**config.mk**
```make
export PLATFORM = sky130hd
export DESIGN_NAME = ofdm_fft_sequencer
export DESIGN_NICKNAME = d
export VERILOG_FILES = /design/src/rtl/ofdm_pkg.sv /design/src/rtl/ofdm_bin_buffer.sv /design/src/rtl/ofdm_fft_sequencer.sv
export SDC_FILE = /design/constraint.sdc
export NUM_CORES = 1
export LEC_CHECK = 0
export ABC_AREA = 1
export CAP_MARGIN = 20
export CORE_ASPECT_RATIO = 0.6
export CORE_MARGIN = 2
export CORE_UTILIZATION = 46
export CTS_CLUSTER_SIZE = 16
export DETAILED_ROUTE_END_ITERATION = 10
export PLACE_DENSITY = 0.74
export SLEW_MARGIN = 10
export SYNTH_ARGS = -nofsm -noshare
export SYNTH_HDL_FRONTEND = slang
export SYNTH_SLANG_ARGS = --single-unit
```
**constraint.sdc**
```tcl
create_clock -name i_clk -period 9.4 [get_ports i_clk]
set_clock_uncertainty 0.05 [all_clocks]
set_input_delay 1.88 -clock i_clk [delete_from_list [all_inputs] [get_ports i_clk]]
set_output_delay 1.88 -clock i_clk [all_outputs]
set_load 0.02 [all_outputs]
```
**src/rtl/ofdm_pkg.sv**
```systemverilog
// rtl/ofdm_pkg.sv - shared types, constants and bin-slice helpers for the OFDM FFT sequencer
package ofdm_pkg;

   localparam int NUM_BINS = 16;

   typedef enum logic [1:0] {
      ST_IDLE   = 2'd0,
      ST_WAIT   = 2'd1,
      ST_STREAM = 2'd2
   } seq_state_t;

   // Flat FFT bus layout: bin k occupies 2*W bits, real part in the low half.
   function automatic int bin_re_lo(input int k, input int w);
      return 2 * k * w;
   endfunction

   function automatic int bin_im_lo(input int k, input int w);
      return 2 * k * w + w;
   endfunction

endpackage

```
**src/rtl/ofdm_bin_buffer.sv**
```systemverilog
// rtl/ofdm_bin_buffer.sv - 16-entry re/im snapshot bank with parallel load and indexed read
module ofdm_bin_buffer
   import ofdm_pkg::*;
#(
   parameter int WORD_SIZE = 16
) (
   input  logic                              i_clk,
   input  logic                              i_load,
   input  logic [2*NUM_BINS*WORD_SIZE-1:0]   i_bins,
   input  logic [3:0]                        i_rd_idx,
   output logic [WORD_SIZE-1:0]              o_rd_re,
   output logic [WORD_SIZE-1:0]              o_rd_im
);

   // Contents are only meaningful after a load, so the bank carries no reset.
   logic [WORD_SIZE-1:0] r_re [NUM_BINS];
   logic [WORD_SIZE-1:0] r_im [NUM_BINS];

   always_ff @(posedge i_clk) begin
      if (i_load) begin
         for (int k = 0; k < NUM_BINS; k++) begin
            r_re[k] <= i_bins[bin_re_lo(k, WORD_SIZE) +: WORD_SIZE];
            r_im[k] <= i_bins[bin_im_lo(k, WORD_SIZE) +: WORD_SIZE];
         end
      end
   end

   assign o_rd_re = r_re[i_rd_idx];
   assign o_rd_im = r_im[i_rd_idx];

endmodule

```
**src/rtl/ofdm_fft_sequencer.sv**
```systemverilog
// rtl/ofdm_fft_sequencer.sv - sequences one byte per FFT symbol, captures 16 bins and streams them out
module ofdm_fft_sequencer
   import ofdm_pkg::*;
#(
   parameter int WORD_SIZE      = 16,
   parameter int DATA_LENGTH    = 8,
   parameter int DONE_SKIP      = 1,
   parameter int TIMEOUT_CYCLES = 64
) (
   input  logic                              i_clk,
   input  logic                              i_rst,
   input  logic                              i_byte_valid,
   input  logic [7:0]                        i_byte,
   output logic                              o_byte_ready,
   output logic [DATA_LENGTH:0]              o_fft_byte,
   input  logic                              i_fft_done,
   input  logic [32*WORD_SIZE-1:0]           i_fft_bins,
   output logic                              o_bin_valid,
   input  logic                              i_bin_ready,
   output logic [WORD_SIZE-1:0]              o_bin_re,
   output logic [WORD_SIZE-1:0]              o_bin_im,
   output logic [3:0]                        o_bin_idx,
   output logic                              o_bin_last,
   output logic [15:0]                       o_sym_count,
   output logic                              o_err
);

   localparam int BW  = DATA_LENGTH + 1;
   localparam int SKW = $clog2(DONE_SKIP + 2);
   localparam int TW  = $clog2(TIMEOUT_CYCLES + 1);
   localparam logic [TW-1:0] TIMER_MAX = TW'(TIMEOUT_CYCLES - 1);

   seq_state_t           r_state, w_next;
   logic                 r_byte_ready;
   logic [BW-1:0]        r_fft_byte;
   logic                 r_bin_valid;
   logic [WORD_SIZE-1:0] r_bin_re, r_bin_im;
   logic [3:0]           r_bin_idx;
   logic                 r_bin_last;
   logic [15:0]          r_sym_count;
   logic                 r_err;
   logic [SKW-1:0]       r_skip_cnt;
   logic [TW-1:0]        r_timer;

   logic                 w_accept, w_capture, w_timeout, w_hs, w_last_hs;
   logic [3:0]           w_rd_idx;
   logic [WORD_SIZE-1:0] w_rd_re, w_rd_im;

   // Read one entry ahead so the next beat can be registered on each handshake.
   assign w_rd_idx = r_bin_idx + 4'd1;

   ofdm_bin_buffer #(.WORD_SIZE(WORD_SIZE)) u_buf (
      .i_clk    (i_clk),
      .i_load   (w_capture),
      .i_bins   (i_fft_bins),
      .i_rd_idx (w_rd_idx),
      .o_rd_re  (w_rd_re),
      .o_rd_im  (w_rd_im)
   );

   always_comb begin
      w_next    = r_state;
      w_accept  = 1'b0;
      w_capture = 1'b0;
      w_timeout = 1'b0;
      w_hs      = 1'b0;
      w_last_hs = 1'b0;
      case (r_state)
         ST_IDLE: begin
            if (i_byte_valid && r_byte_ready) begin
               w_accept = 1'b1;
               w_next   = ST_WAIT;
            end
         end
         ST_WAIT: begin
            // A capture on the final timer cycle wins over the timeout.
            if (i_fft_done && (r_skip_cnt == '0)) begin
               w_capture = 1'b1;
               w_next    = ST_STREAM;
            end else if (r_timer == TIMER_MAX) begin
               w_timeout = 1'b1;
               w_next    = ST_IDLE;
            end
         end
         ST_STREAM: begin
            if (r_bin_valid && i_bin_ready) begin
               w_hs = 1'b1;
               if (r_bin_idx == 4'd15) begin
                  w_last_hs = 1'b1;
                  w_next    = ST_IDLE;
               end
            end
         end
         default: w_next = ST_IDLE;
      endcase
   end

   always_ff @(posedge i_clk or posedge i_rst) begin
      if (i_rst) begin
         r_state      <= ST_IDLE;
         r_byte_ready <= 1'b0;
         r_fft_byte   <= '0;
         r_bin_valid  <= 1'b0;
         r_bin_re     <= '0;
         r_bin_im     <= '0;
         r_bin_idx    <= '0;
         r_bin_last   <= 1'b0;
         r_sym_count  <= '0;
         r_err        <= 1'b0;
         r_skip_cnt   <= '0;
         r_timer      <= '0;
      end else begin
         r_state      <= w_next;
         r_byte_ready <= (w_next == ST_IDLE);

         if (w_accept) begin
            r_fft_byte <= BW'(i_byte);
            r_skip_cnt <= SKW'(DONE_SKIP);
            r_timer    <= '0;
         end

         if (r_state == ST_WAIT) begin
            if (w_capture) begin
               r_bin_valid <= 1'b1;
               r_bin_idx   <= '0;
               r_bin_last  <= 1'b0;
               r_bin_re    <= i_fft_bins[bin_re_lo(0, WORD_SIZE) +: WORD_SIZE];
               r_bin_im    <= i_fft_bins[bin_im_lo(0, WORD_SIZE) +: WORD_SIZE];
            end else if (w_timeout) begin
               r_err <= 1'b1;
            end else begin
               r_timer <= r_timer + TW'(1);
               if (i_fft_done) begin
                  r_skip_cnt <= r_skip_cnt - SKW'(1);
               end
            end
         end

         if (w_last_hs) begin
            r_bin_valid <= 1'b0;
            r_bin_idx   <= '0;
            r_bin_last  <= 1'b0;
            r_sym_count <= r_sym_count + 16'd1;
         end else if (w_hs) begin
            r_bin_idx  <= w_rd_idx;
            r_bin_last <= (w_rd_idx == 4'd15);
            r_bin_re   <= w_rd_re;
            r_bin_im   <= w_rd_im;
         end
      end
   end

   assign o_byte_ready = r_byte_ready;
   assign o_fft_byte   = r_fft_byte;
   assign o_bin_valid  = r_bin_valid;
   assign o_bin_re     = r_bin_re;
   assign o_bin_im     = r_bin_im;
   assign o_bin_idx    = r_bin_idx;
   assign o_bin_last   = r_bin_last;
   assign o_sym_count  = r_sym_count;
   assign o_err        = r_err;

endmodule

```
==> results of run 1 <==
## final timing paths
kind                                   start  cells past startpoint  slack (ns)             end
worst max-delay path            o_bin_idx[0]                     11        4.97    o_bin_re[15]
worst min-delay path                   o_err                      1        0.42           o_err
worst max register to register  o_bin_idx[0]                     11        4.97    o_bin_re[15]
worst min register to register         o_err                      1        0.42           o_err
max in group asynchronous              i_rst                      4        7.01    o_bin_idx[0]
min in group asynchronous              i_rst                      3        1.64  o_sym_count[0]
## flip-flops by register name, indices dropped and copies added, names as in the netlist
signal,flops
u_buf.r_im,256
u_buf.r_re,256
o_bin_im,16
o_bin_re,16
o_sym_count,16
o_fft_byte,8
r_timer,7
o_bin_idx,4
r_skip_cnt,2
r_state,2
o_bin_last,1
o_bin_valid,1
o_byte_ready,1
o_err,1
## cell type report
type                       instances  area (um^2)  share of cell area, %
tap                              693          867                   2.71
clock inverter                    23          159                  0.496
inverter                          28          116                  0.363
sequential                       587        17300                   53.9
clock buffer                      78         1530                   4.76
multi-input combinational       1322         5990                   18.7
timing repair buffer             605         6080                   19.0
antenna                           12         30.0                 0.0938
## worst max-delay path, cell delays in order (launching register included)
cell and delay (ns):
sky130_fd_sc_hd__dfrtp_4 0.93, sky130_fd_sc_hd__inv_8 0.42, sky130_fd_sc_hd__ha_4 0.64, sky130_fd_sc_hd__inv_4 0.51
sky130_fd_sc_hd__buf_4 0.86, sky130_fd_sc_hd__nand3_1 0.14, sky130_fd_sc_hd__nand2_1 0.11, sky130_fd_sc_hd__nand2_1 0.05
sky130_fd_sc_hd__nand2_1 0.15, sky130_fd_sc_hd__nand2_1 0.08, sky130_fd_sc_hd__nand2_1 0.17, sky130_fd_sc_hd__a21oi_1 0.09
## cells in the mapped netlist, types with 5 or more instances
master	number	area, um^2
sky130_fd_sc_hd__inv_1	23	86.3
sky130_fd_sc_hd__mux2_2	8	90.1
sky130_fd_sc_hd__or2_2	7	43.8
sky130_fd_sc_hd__ha_1	5	62.6
sky130_fd_sc_hd__buf_4	13	97.6
sky130_fd_sc_hd__xnor2_1	7	61.3
sky130_fd_sc_hd__nand2_1	570	2140
sky130_fd_sc_hd__a21oi_1	50	250
sky130_fd_sc_hd__buf_2	59	295
sky130_fd_sc_hd__xor2_1	11	96.3
sky130_fd_sc_hd__buf_1	6	22.5
sky130_fd_sc_hd__o21ai_0	134	671
sky130_fd_sc_hd__nor2_1	243	912
sky130_fd_sc_hd__dfrtp_1	75	1880
sky130_fd_sc_hd__buf_6	10	113
sky130_fd_sc_hd__edfxtp_1	512	15400
sky130_fd_sc_hd__nand3_1	221	1110
sky130_fd_sc_hd__o211ai_1	32	240
sky130_fd_sc_hd__clkbuf_1	31	116
## per-layer routing
layer	vias to the layer above	GRT usage, %	routed length [um]
met2	829	43.5	35500
li1	8226	-	-
met4	0	6.89	1610
met1	8574	36.0	29800
met3	109	6.25	6660
met5	-	0	0
## kinds of logic after synthesis
group                      after synthesis  share of synthesized area, %
and+or+nand+nor                       1064                          18.3
DFF                                    587                          72.0
AOI/OAI and AO/OA                      224                          5.07
buffers and inverters                  148                          3.20
xor gates and xnor gates                20                         0.794
muxes                                    8                         0.376
adders and majority gates                5                         0.261
other                                    1                        0.0156
## power breakdown
part	leakage (nW)	switching, W	internal [W]
logic	5.42	0.0000475	0.000190
registers	5.60	0	0.00283
clock network	0.824	0.000956	0.00118
## per-stage QoR
step	instances	util [%]	hold slack (ns)
after floorplan	2057	-	0.436
after global placement	3233	59.1	0.394
after detailed placement	3234	59.2	0.407
after CTS	3335	62.5	0.421
after global routing	3344	62.6	0.455
final	3348	62.6	0.418
==> impl_summary.txt, run 1 <==
----------------------------------------------------
[Run status]
  Run status ... finished, final reports clean

[Die]
  Die area ... 54000 um^2
  Core region area ... 51200 um^2
  FP Rows ... 64
  Die Ht ... 181 um
  Die Span X ... 299 um
  Effective utilization at floorplan ... 46.8%
  I/O pin total ... 590

[Synth]
  Cell Area, Synth ... 24000 um^2
  Async set-or-reset flop fraction in the synthesized netlist ... between 10% and 20%
  Share of synthesized area occupied by flip-flops and latches ... a little under three quarters
  FF+latch count, synth ... 587
  Syn nets ... about 2600
  Synthesized area per cell ... 11.7 um^2
  Count of mapped cells out of synthesis ... 2057
  Warning count from the yosys run ... 0
  Number of different library cells in the post-synthesis netlist ... 40
  EDFF count, synth ... slightly above 500
  Top FF cell, synth ... sky130_fd_sc_hd__edfxtp_1

[Placement]
  Final Wtd Congestion ... roughly 0.92
  Number of port buffers ... roughly 590
  Post-Place Worst Slack ... about 4.5 ns
  Cell Area, Placed ... between 30000 and 40000 um^2
  Half-perimeter wire length of the detailed placement result ... 50.7 mm

[Route]
  Detailed-route DRC error count ... 0
  Post-detailed-route wirelength per cell ... 22.0 um
  Average via count per standard cell ... 5.30
  Router iterations before antenna repair ... 8
  Starting DRT DRC Count ... 1781
  DRT antenna net count ... 0
  Count of vias placed by the detailed router ... between 15000 and 20000
  Routed wire length ... 73.6 mm

[Cells and area]
  Final design instance area without fill ... roughly 32000 um^2
  Most frequent cells in the layout ... sky130_fd_sc_hd__clkdlybuf4s50_1, sky130_fd_sc_hd__nand2_1, sky130_fd_sc_hd__edfxtp_1
  Number of filler cells placed in the layout ... 3963
  Share of post-route cells with drive strength above 1 ... under 10%
  P&R area growth vs syn ... 33.6%
  Most common cell after layout, fill and taps aside ... sky130_fd_sc_hd__clkdlybuf4s50_1
  Post-layout net count ... 3128

[Clocking]
  Count of hold buffers inserted by post-cts repair ... 0
  # Post-CTS Setup Buffers ... 0
  Clock tree from TritonCTS ... built
  Buffer cell driving the clock tree root ... sky130_fd_sc_hd__clkbuf_16
  TritonCTS buffer count ... 54
  Num Clock Sinks ... 587
  Post-cts gate resize count ... 0
  # H-tree levels ... 2
  Max Root-Sink Buffers ... 3
  Clock-pin slew on the worst setup and hold paths ... approximately 0.070 ns
  Clock latency at the later pin of the worst-skew pair ... just under 0.6 ns

[Critical path]
  Max Fanout on Critical Path ... between 150 and 200
  Critical path start-end classification ... flip-flop to flip-flop
  Kind of start point of the critical path ... flip-flop
  Data arrival time of the worst path ... 4.85 ns
  Critical path data required time ... 9.81 ns
  Kind of end point of the critical path ... flip-flop

[Power and ir drop]
  Power Dens Cells ... 163 nW/um^2
  Maximum vdd drop ... 0.115 mV
  Final total power ... 0.00521 W
  Pleak ... approximately 12 nW

[Global routing]
  Via count of the first global-routing pass ... 17511
  Total global routing overflow ... 0
  Maximum number of pins on one net before global-route repair ... 220
  Wire length of the first global-routing pass ... 108 mm
  Overall global routing resource usage ... 26.6%
  Initial antenna violation count ... 7

[STA]
  Final-report setup violation count ... 0
  Maximum clock rate ... 226 MHz
  Number of hold violations in the final report ... 0
  Max-slew violation count ... 0
  Setup repair after global routing missed its margin ... no
  Setup slack after layout ... 4.97 ns
  Time the final worst path needs with I/O delays and setup ... roughly 4.4 ns
  Slew at the pin closest to its max-slew limit ... 1.35 ns
  Total negative slack ... 0 ns
  Tcrit/Tclk final ... between 40% and 50%
  Max-slew headroom ... between 10 and 15%

[Min path]
  Class of the worst hold path ... flip-flop to flip-flop

[Job]
  Count of maximum capacitance violations ... 0

----------------------------------------------------
Note: power is estimated with default switching activity, not from simulation.
==> inputs of run 2 (changes only) <==
==> constraint.sdc (replaced) <==
create_clock -name i_clk -period 4.09 [get_ports i_clk]
set_clock_uncertainty 0.05 [all_clocks]
set_input_delay 0.818 -clock i_clk [delete_from_list [all_inputs] [get_ports i_clk]]
set_output_delay 0.818 -clock i_clk [all_outputs]
set_load 0.02 [all_outputs]
==> run 2 against run 1 <==
- sequential power up 130%
- first-iteration DRC count up 16%
- critical path depth down 9
- register-to-register slack worse by 3.7 ns
- critical endpoint is now o_bin_idx[0]
- hold slack better by 0.038 ns
- design area up 0.39%
- worst setup slack worse by 4.4 ns
- core utilization up 0.24 points
- total power up 130%
==> impl_summary.txt, run 2 (synthesis results as in run 1) <==
----------------------------------------------------
[Run status]
  Run status ... finished, final reports clean

[Die]
  Die area ... ~54000 um^2
  I/O pin total ... 590
  Die Span X ... 299 um
  Effective utilization at floorplan ... 46.8%
  Core region area ... slightly above 50000 um^2
  Die Ht ... approximately 180 um
  FP Rows ... 64

[Job]
  Count of maximum capacitance violations ... 0

[Min path]
  Class of the worst hold path ... flip-flop to flip-flop
  Destination of the worst hold path ... o_fft_byte[6]
  Hold Crit Start ... o_fft_byte[6]
  Hold Path Depth ... 1

[Route]
  Routed wire length ... 77.1 mm
  Post-detailed-route wirelength per cell ... between 20 and 25 um
  Count of vias placed by the detailed router ... 17983
  DRT antenna net count ... 0
  Detailed-route DRC error count ... 0
  Router iterations before antenna repair ... 6
  Average via count per standard cell ... roughly 5.4
  Starting DRT DRC Count ... 2067

[STA]
  Tcrit/Tclk final ... a little under nine tenths
  Max-slew headroom ... 28.7%
  Max-slew violation count ... 0
  Total negative slack ... 0 ns
  Slew at the pin closest to its max-slew limit ... 1.07 ns
  Setup slack after layout ... 0.577 ns
  Final-report setup violation count ... 0
  Setup repair after global routing missed its margin ... no
  Maximum clock rate ... ~280 MHz
  Number of hold violations in the final report ... 0
  Time the final worst path needs with I/O delays and setup ... 3.51 ns

[Placement]
  Post-Place Worst Slack ... 1.06 ns
  Half-perimeter wire length of the detailed placement result ... 55.0 mm
  Count of placed standard cells including taps ... 3240
  Cell Area, Placed ... 30400 um^2
  Final Wtd Congestion ... ~0.97
  Number of port buffers ... just under 600

[Critical path]
  Crit-path max cell delay ... between 0.7 and 0.8 ns
  R2r worst-path depth ... 6
  Critical R2R Launch ... o_bin_idx[0]
  Data arrival time of the worst path ... 2.64 ns
  Critical path start-end classification ... flip-flop to output port
  Slowest library cell on the worst path ... sky130_fd_sc_hd__buf_4
  Max Fanout on Critical Path ... 94
  Series of cell instances along the critical path ... buf_4 > clkdlybuf4s50_1
  Cell class contributing the biggest share of worst-path delay ... buffers and inverters
  Kind of end point of the critical path ... output port
  Endpoint of the lowest-slack register-to-register path ... o_bin_im[0]
  FF-to-FF setup slack ... 1.27 ns
  Buffers and inverters on the worst path ... 2
  Kind of start point of the critical path ... flip-flop
  Critical path data required time ... 3.22 ns

[Global routing]
  Wire length of the first global-routing pass ... roughly 110 mm
  Maximum number of pins on one net before global-route repair ... 259
  Total global routing overflow ... 0
  Overall global routing resource usage ... ~28%
  Initial antenna violation count ... 13
  Via count of the first global-routing pass ... 17443

[Power and ir drop]
  Power Dens Cells ... 374 nW/um^2
  Internal power component ... 0.00974 W
  Pleak ... 11.9 nW
  Clock power share ... 41.3%
  Proportion of power drawn by combinational gates ... 4.6%
  Switching power ... around 0.0023 W
  Switching power as a share of total power ... between 10% and 20%
  Maximum vdd drop ... 0.309 mV
  Proportion of power drawn by flip-flops and latches ... between 50% and 60%

[Cells and area]
  P&R area growth vs syn ... 34.2%
  Core occupancy in the finished layout ... between 60% and 70%
  Most common cell after layout, fill and taps aside ... sky130_fd_sc_hd__clkdlybuf4s50_1
  Number of filler cells placed in the layout ... 3920
  Final instance count without filler cells ... 3350
  Share of post-route cells with drive strength above 1 ... ~5.3%
  Post-layout net count ... 3134
  Most frequent cells in the layout ... sky130_fd_sc_hd__clkdlybuf4s50_1, sky130_fd_sc_hd__nand2_1, sky130_fd_sc_hd__edfxtp_1
  Top flop regs ... u_buf.r_im: 256 flops, u_buf.r_re: 256 flops
  Final design instance area without fill ... about 32000 um^2

[Clocking]
  Clock tree from TritonCTS ... built
  Post-cts gate resize count ... 0
  TritonCTS buffer count ... 54
  # Post-CTS Setup Buffers ... 0
  Max Root-Sink Buffers ... 3
  Clock latency at the later pin of the worst-skew pair ... 0.57 ns
  Count of hold buffers inserted by post-cts repair ... 0
  Clock-pin slew on the worst setup and hold paths ... ~0.07 ns
  Num Clock Sinks ... 587
  # H-tree levels ... 2
  Buffer cell driving the clock tree root ... sky130_fd_sc_hd__clkbuf_16

----------------------------------------------------
run 2: how the worst max path moves through the flow:
stage | startpoint | endpoint | slack, ns | cells past startpoint
after detailed placement | i_fft_done | o_bin_im[11] | 1.06 | 9
final | o_bin_idx[0] | o_bin_idx[0] | 0.58 | 2
after global routing | o_bin_idx[0] | o_bin_idx[0] | 0.45 | 2
after global placement | i_fft_done | o_bin_im[11] | 1.09 | 9
after CTS | o_bin_idx[0] | o_bin_idx[0] | 0.51 | 2
after floorplan | i_fft_done | u_buf.r_im[0][0] | 0.04 | 3
run 2: per-layer routing:
layer  track usage [%]  part of all wire (%)  vias to the layer above
met3              6.63                   9.3                      102
met4              6.41                   2.1                        6
met2              43.7                    46                      850
met5                 0                 0.057                        -
li1                  -                     -                     8231
met1              40.1                    42                     8794
run 2: area by class of cell:
cell class | count | area, um^2 | area share (%)
Antenna cell | 9 | 22.5 | 0.0700
Clock buffer | 74 | 1490 | 4.63
Clock inverter | 26 | 229 | 0.712
Inverter | 28 | 116 | 0.362
Multi-Input combinational cell | 1322 | 5990 | 18.6
Sequential cell | 587 | 17300 | 53.7
Tap cell | 693 | 867 | 2.70
Timing Repair Buffer | 611 | 6180 | 19.2
run 2: power groups by stage:
stage | Sequential (W) | Clock (W) | Combinational (W)
after global routing | 0.00650 | 0.00529 | 0.000579
final | 0.00651 | 0.00498 | 0.000552
after global placement | 0.00664 | 0 | 0.000545
after floorplan | 0.00664 | 0 | 0.0000127
after detailed placement | 0.00664 | 0 | 0.000550
after CTS | 0.00651 | 0.00506 | 0.000554
run 2: stage by stage:
step	hold WS, ns	total power, W
after floorplan	0.436	0.00665
after global placement	0.398	0.00718
after detailed placement	0.443	0.00719
after CTS	0.458	0.0121
after global routing	0.458	0.0124
final	0.456	0.0120
==> inputs of run 3 (changes only) <==
--- a/config.mk
+++ b/config.mk
@@ -10,6 +10,7 @@
 export CORE_ASPECT_RATIO = 0.6
 export CORE_MARGIN = 2
 export CORE_UTILIZATION = 46
+export CTS_CLUSTER_DIAMETER = 30
 export CTS_CLUSTER_SIZE = 16
 export DETAILED_ROUTE_END_ITERATION = 10
 export PLACE_DENSITY = 0.74
==> run 3 against run 2 <==
- sequential share of layout area decreased by 2.0 points
- design area increased by 3.9%
- sequential cell count unchanged
==> impl_summary.txt, run 3 (synthesis results as in run 1) <==
----------------------------------------------------
[Run status]
  Run status ... finished, final reports clean

[STA]
  Setup repair after global routing missed its margin ... no
  Max-slew violation count ... 0
  Final hold slack ... about 0.45 ns
  Slew at the pin closest to its max-slew limit ... 1.08 ns
  Maximum clock rate ... 284 MHz
  Final-report setup violation count ... 0
  Tcrit/Tclk final ... 86.1%
  Setup slack after layout ... 0.570 ns
  Time the final worst path needs with I/O delays and setup ... 3.52 ns
  Number of hold violations in the final report ... 0
  Total negative slack ... 0 ns
  Max-slew headroom ... 28.1%

[Critical path]
  Kind of start point of the critical path ... flip-flop
  Kind of end point of the critical path ... output port
  R2r worst-path depth ... 8
  Max Fanout on Critical Path ... between 90 and 100
  Endpoint of the lowest-slack register-to-register path ... o_bin_im[2]
  FF-to-FF setup slack ... 1.29 ns
  Data arrival time of the worst path ... around 2.7 ns
  Critical path start-end classification ... flip-flop to output port
  Critical path data required time ... ~3.2 ns
  Critical R2R Launch ... o_bin_idx[0]

[Die]
  Die Span X ... between 200 and 300 um
  Die area ... around 54000 um^2
  Effective utilization at floorplan ... between 40% and 50%
  Die Ht ... approximately 180 um
  FP Rows ... 64
  I/O pin total ... between 500 and 600
  Core region area ... 51200 um^2

[Power and ir drop]
  Maximum vdd drop ... 0.292 mV
  Clock power share ... 51.4%
  Proportion of power drawn by flip-flops and latches ... ~45%
  Internal power component ... 0.0115 W
  Proportion of power drawn by combinational gates ... 3.8%
  Switching power ... about 0.0030 W
  Final total power ... roughly 0.015 W
  Pleak ... between 10 and 15 nW
  Power Dens Cells ... 435 nW/um^2
  Switching power as a share of total power ... 21.0%

[Min path]
  Hold Path Depth ... 1
  Class of the worst hold path ... flip-flop to flip-flop
  Destination of the worst hold path ... o_fft_byte[2]
  Hold Crit Start ... o_fft_byte[2]

[Clocking]
  Post-cts gate resize count ... 0
  Num Clock Sinks ... 587
  Max Root-Sink Buffers ... 3
  Clock-pin slew on the worst setup and hold paths ... 0.06 ns
  Buffer cell driving the clock tree root ... sky130_fd_sc_hd__clkbuf_16
  Count of hold buffers inserted by post-cts repair ... 0
  # Post-CTS Setup Buffers ... 0
  Clock latency at the later pin of the worst-skew pair ... 0.61 ns
  TritonCTS buffer count ... between 80 and 90
  Clock tree from TritonCTS ... built
  # H-tree levels ... 3

[Cells and area]
  Most frequent cells in the layout ... sky130_fd_sc_hd__clkdlybuf4s50_1, sky130_fd_sc_hd__nand2_1, sky130_fd_sc_hd__edfxtp_1
  Top flop regs ... u_buf.r_im: 256 flops, u_buf.r_re: 256 flops
  Core occupancy in the finished layout ... 65.3%
  Most common cell after layout, fill and taps aside ... sky130_fd_sc_hd__clkdlybuf4s50_1
  Number of filler cells placed in the layout ... approximately 3800
  Post-layout net count ... 3169
  P&R area growth vs syn ... 39.4%
  Share of post-route cells with drive strength above 1 ... 8.03%

[Route]
  Count of vias placed by the detailed router ... 18378
  Average via count per standard cell ... 5.38
  Routed wire length ... 78.3 mm
  Detailed-route DRC error count ... 0
  DRT antenna net count ... 0
  Router iterations before antenna repair ... 6
  Starting DRT DRC Count ... approximately 2400
  Post-detailed-route wirelength per cell ... 22.9 um

[Placement]
  Number of port buffers ... 588
  Half-perimeter wire length of the detailed placement result ... 55.0 mm
  Post-Place Worst Slack ... 1.06 ns
  Final Wtd Congestion ... 0.975

[Global routing]
  Initial antenna violation count ... 7
  Maximum number of pins on one net before global-route repair ... 259
  Overall global routing resource usage ... 28.6%
  Via count of the first global-routing pass ... 17841
  Total global routing overflow ... 0
  Wire length of the first global-routing pass ... 115 mm

[Job]
  Count of maximum capacitance violations ... 0

----------------------------------------------------
## run 3: power groups by stage
stage	Clock, W	Combinational [W]	Sequential, W
6_report	0.00746	0.000553	0.00652
2_1_floorplan	0	0.0000127	0.00664
5_1_grt	0.00783	0.000580	0.00651
3_5_place_dp	0	0.000550	0.00664
4_1_cts	0.00756	0.000555	0.00652
3_3_place_gp	0	0.000545	0.00664
## run 3: stage by stage
step / cell area [um^2] / cells
2_1_floorplan: 24000 / 2057
3_3_place_gp: 30400 / 3240
3_5_place_dp: 30400 / 3240
4_1_cts: 33400 / 3406
5_1_grt: 33400 / 3412
6_report: 33400 / 3414
## run 3: layout make-up
type	instances	area, um^2	area share [%]
flip-flops and latches	587	17300	51.6
repair buffers	611	6180	18.5
multi-input cells	1322	5990	17.9
clock buffers	99	2300	6.87
well taps	693	867	2.59
clock inverters	67	689	2.06
inverters	28	116	0.348
diodes	7	17.5	0.0524
## run 3: worst max path at each step
stage                       from  slack (ns)          endpoint
floorplan             i_fft_done        0.04  u_buf.r_im[0][0]
global placement      i_fft_done        1.09      o_bin_im[11]
detailed placement    i_fft_done        1.06      o_bin_im[11]
CTS                 o_bin_idx[0]        0.51      o_bin_idx[0]
global route        o_bin_idx[0]        0.44      o_bin_idx[0]
finish              o_bin_idx[0]        0.57      o_bin_idx[0]
## run 3: critical path, cell delays in order, from the launching register on
cell	delay, ns
sky130_fd_sc_hd__dfrtp_4	0.47
sky130_fd_sc_hd__buf_4	0.79
sky130_fd_sc_hd__clkdlybuf4s50_1	0.77
## run 3: metal layers
layer  routed length, um  vias up  global-route usage [%]
met5                  16        -                       0
met3                7350      127                    6.90
met2               36500      929                    44.8
met1               32800     8960                    40.5
met4                1620        2                    6.73
li1                    -     8360                       -
